--- config.mk ---
export PLATFORM = sky130hd
export DESIGN_NAME = matmul2x2_pipe
export DESIGN_NICKNAME = d
export VERILOG_FILES = /design/src/rtl/matmul2x2_pipe.sv
export SDC_FILE = /design/constraint.sdc
export NUM_CORES = 1
export LEC_CHECK = 0
export ABC_CLOCK_PERIOD_IN_PS = 3540
export BUFFER_PORTS_ARGS = -buffer_cell sky130_fd_sc_hd__clkbuf_2
export CELL_PAD_IN_SITES_DETAIL_PLACEMENT = 0
export CELL_PAD_IN_SITES_GLOBAL_PLACEMENT = 1
export CORE_UTILIZATION = 45
export CTS_CLUSTER_SIZE = 30
export DETAILED_ROUTE_END_ITERATION = 16
export GPL_TIMING_DRIVEN = 1
export PLACE_DENSITY_LB_ADDON = 0.1
export SLEW_MARGIN = 5
export SYNTH_ARGS = -nofsm -noshare
export SYNTH_HDL_FRONTEND = slang
export SYNTH_SLANG_ARGS = --single-unit
--- constraint.sdc ---
create_clock -name clk -period 3.54 [get_ports clk]
set_input_delay 0.354 -clock clk [delete_from_list [all_inputs] [get_ports clk]]
set_output_delay 0.354 -clock clk [all_outputs]
set_load 0.02 [all_outputs]
--- src/rtl/matmul2x2_pipe.sv ---
// Two-stage 2x2 matrix multiply stage: registered products, then registered sums.
// Valid/ready on both sides; a stalled output freezes the whole pipeline.
module matmul2x2_pipe #(
  parameter int unsigned DW = 8,
  parameter int unsigned CW = 16
) (
  input  logic            clk,
  input  logic            rst,
  input  logic [DW-1:0]   A1,
  input  logic [DW-1:0]   A2,
  input  logic [DW-1:0]   A3,
  input  logic [DW-1:0]   A4,
  input  logic [DW-1:0]   B1,
  input  logic [DW-1:0]   B2,
  input  logic [DW-1:0]   B3,
  input  logic [DW-1:0]   B4,
  input  logic            in_valid,
  output logic            in_ready,
  output logic [2*DW:0]   C1,
  output logic [2*DW:0]   C2,
  output logic [2*DW:0]   C3,
  output logic [2*DW:0]   C4,
  output logic            out_valid,
  input  logic            out_ready,
  output logic [CW-1:0]   res_count
);

  localparam int unsigned PW = 2 * DW;
  localparam int unsigned SW = 2 * DW + 1;

  logic          stall;
  logic          s1_valid_q;
  logic [PW-1:0] prod_q [8];
  logic [PW-1:0] prod_d [8];
  logic [SW-1:0] sum_d  [4];
  logic [SW-1:0] c_q    [4];
  logic          out_valid_q;
  logic [CW-1:0] res_count_q;

  assign stall    = out_valid_q & ~out_ready;
  assign in_ready = ~stall;

  // Product order pairs up so that sum k adds prod[2k] and prod[2k+1].
  always_comb begin
    prod_d[0] = PW'(A1) * PW'(B1);
    prod_d[1] = PW'(A2) * PW'(B3);
    prod_d[2] = PW'(A1) * PW'(B2);
    prod_d[3] = PW'(A2) * PW'(B4);
    prod_d[4] = PW'(A3) * PW'(B1);
    prod_d[5] = PW'(A4) * PW'(B3);
    prod_d[6] = PW'(A3) * PW'(B2);
    prod_d[7] = PW'(A4) * PW'(B4);
    for (int k = 0; k < 4; k++) begin
      sum_d[k] = SW'(prod_q[2*k]) + SW'(prod_q[2*k+1]);
    end
  end

  always_ff @(posedge clk or negedge rst) begin
    if (!rst) begin
      s1_valid_q <= 1'b0;
      for (int i = 0; i < 8; i++) prod_q[i] <= '0;
    end else if (!stall) begin
      s1_valid_q <= in_valid;
      if (in_valid) begin
        for (int i = 0; i < 8; i++) prod_q[i] <= prod_d[i];
      end
    end
  end

  always_ff @(posedge clk or negedge rst) begin
    if (!rst) begin
      out_valid_q <= 1'b0;
      for (int k = 0; k < 4; k++) c_q[k] <= '0;
    end else if (!stall) begin
      out_valid_q <= s1_valid_q;
      for (int k = 0; k < 4; k++) c_q[k] <= sum_d[k];
    end
  end

  always_ff @(posedge clk or negedge rst) begin
    if (!rst) begin
      res_count_q <= '0;
    end else if (out_valid_q && out_ready) begin
      res_count_q <= res_count_q + CW'(1);
    end
  end

  assign C1        = c_q[0];
  assign C2        = c_q[1];
  assign C3        = c_q[2];
  assign C4        = c_q[3];
  assign out_valid = out_valid_q;
  assign res_count = res_count_q;

endmodule

==> flow_summary.ini <==
[synthesis]
synthCells = 3135
syn_area_per_cell_um2 = 8.79
yosysUniqueCellTypes = 64
ys_warn_count = 0
synth-seq-area-share_pct = 19.4
syn_nets = 3848
synth_top_cell_by_area = fa_1
ys_seq_elements = 214
synth-async-reset-ratio_pct = 100
netlist_area_um2 = 27600
synth_ff_type = dfrtp_1
synth-edff-count = 0
synth.area.top_cells = fa_1 21%, dfrtp_1 19%, ha_1 16%
yosys.area.top_type_share_pct = 21.2

[grt]
grt_max_degree = 97
grt_pass1_wl_mm = 121
antenna_found_initial = 2
grt_util_all_layers_pct = 23.9
gr-total-overflow = 0
grt_pass1_vias = 24400

[setup_path]
worstPathArrival_ps = 4070
critical_path.startpoint_type = primary input
critPathRequiredTime_ps = 3920
critPathKind = primary input to flip-flop
crit_path_max_fanout = 8
crit_path_end_kind = flip-flop

[floorplan]
die_x_um = 250
ios = 154
die_h_um = 250
initial_utilization_pct = 45.6
row_count = 90
core-area_um2 = 60500
dieArea_um2 = 62300

[outcome]
violations = setup timing
status = finished, violations left

[power_and_ir_drop]
power_leakage_nw = 17.8
ir_drop_mv = 0.528
power_w = 0.0242
powerDensity_nw_per_um2 = 684

[finish]
nets = 4337
final_common_cell = inv_1
area_growth_pct = 28.5
final_cell_mix = 400 x inv_1, 364 x buf_4, 350 x and2_1
drive_gt1_share_pct = 26.0

[place]
hpwlAfterDp_mm = 59.9
io_buffers = 153
gp_congestion = 0.872
place_ws_ps = -894

[sta]
hold_viol_final = 0
finalSetupViolations = 25
final.setup.tns_ps = -1530
slew_headroom_pct = 38.9
worst_pin_slew_ps = 917
fin_crit_ps = 3690
fmax_mhz = 271
fin_skew_ps = 22.0
fin_ws_ps = -150
hold_slack_ps = 154
min_period_over_period_pct = 104
rsz0062_at_grt = yes
drv_slew = 0

[detailed_routing]
drt_iter0_markers = 830
vias_per_cell = 5.19
wl_per_cell_um = 16.8
vias = 23000
totalWireLength_mm = 74.3
drc = 0
detail-route-antenna-nets = 0
first_pass_iters = 7

[cts]
htreeDepth = 1
numClockSinks = 214
cts_root_buf = clkbuf_16
clk_latency_ps = 540
cts_tree = yes
cts_max_path_buffers = 3
cts_buffers = 24
clk_pin_slew_ps = 60

[min_path]
hp-class = primary input to flip-flop

[run]
max_cap_violations = 0
==> Yosys cell counts (22+ instances only) <==
cell	instances
a211oi_1	31
and2_1	416
nand4_1	22
dfrtp_1	214
nand3_1	32
a21oi_1	124
ha_1	353
clkbuf_1	94
nor3_1	25
fa_1	292
nand2_1	368
xnor2_1	77
a21o_1	47
xor2_1	58
nor2_1	110
o21a_1	25
inv_1	435
o21ai_0	189
==> per-layer routing <==
metal	up-vias	global-route usage, %	part of all wire (%)
met5	-	0	0
met4	0	5.89	2.6
met3	90	3.72	4.9
met2	395	43.0	50
met1	11300	29.8	43
li1	11100	-	-
==> power by group <==
part           switching (W)  internal, W
combinational        0.00914      0.00820
clock                0.00105      0.00155
sequential          0.000813      0.00347
total                 0.0110       0.0132
==> registers in the layout, summed over array words and instances (netlist names) <==
| name | flops |
|---|---|
| prod_q | 128 |
| s1_valid_q | 1 |
| C4 | 17 |
| C3 | 17 |
| C1 | 17 |
| res_count | 16 |
| out_valid | 1 |
| C2 | 17 |
==> what timing repair did <==
action                                  in CTS  in global routing
gates resized for setup                    203                248
endpoints found under the setup margin      57                 63
hold buffers                                 1                  0
buffers inserted                            23                 27
gates cloned                                 0                 10
pin swaps                                  107                169
hold endpoints to repair                    92                  0
==> cells by family (layout without fill, tap and decap cells) <==
logic type	count (synthesis)	after routing	synth area share (%)
adders and majority gates	645	645	37.2
muxes	5	5	0.186
other	0	2	0
xor gates and xnor gates	135	135	4.29
buffers and inverters	560	1065	7.71
and+or+nand+nor	1040	1040	19.1
AOI/OAI and AO/OA	536	536	12.1
DFF	214	214	19.4
==> stage by stage <==
stage | instances | util [%] | instance area [um2]
6_report | 4424 | 58.6 | 35400
5_1_grt | 4422 | 58.6 | 35400
4_1_cts | 4387 | 56.6 | 34200
3_5_place_dp | 4322 | 53.5 | 32400
3_3_place_gp | 4322 | 53.5 | 32400
2_1_floorplan | 3135 | - | 28600
==> critical path, stage by stage <==
cell	delay, ps
clkbuf_16	140
buf_6	130
and2_4	150
fa_2	350
fa_1	490
fa_1	560
inv_1	50
fa_1	490
inv_2	50
ha_4	200
buf_4	140
o21a_1	190
o21ai_2	180
a211oi_2	70
a31oi_1	270
xor2_1	180
o21ai_1	80
==> cell type report <==
| class | instances | area, um2 |
|---|---|---|
| fill | 5351 | 25000 |
| multi-input combinational | 2361 | 21600 |
| sequential | 214 | 5360 |
| timing repair buffer | 587 | 5010 |
| inverter | 436 | 1640 |
| tap | 782 | 978 |
| clock buffer | 32 | 671 |
| clock inverter | 10 | 145 |
| antenna | 2 | 5.00 |
==> path summary, 6_finish.rpt <==
path                       cells past startpoint  slack (ps)                        to                    from
max                                           17        -150    prod_q[30]$_DFFE_PN0P_                   B2[3]
min                                            3         150  res_count[2]$_DFFE_PN0P_               out_ready
max reg2reg                                    9         960        C4[14]$_DFFE_PN0N_   prod_q[0]$_DFFE_PN0P_
min reg2reg                                    1         460     out_valid$_DFFE_PN0N_  s1_valid_q$_DFFE_PN0N_
max in group asynchronous                      3        2240        C3[16]$_DFFE_PN0N_                     rst
min in group asynchronous                      2         380    prod_q[76]$_DFFE_PN0P_                     rst
(Power assumes the default switching activity.)
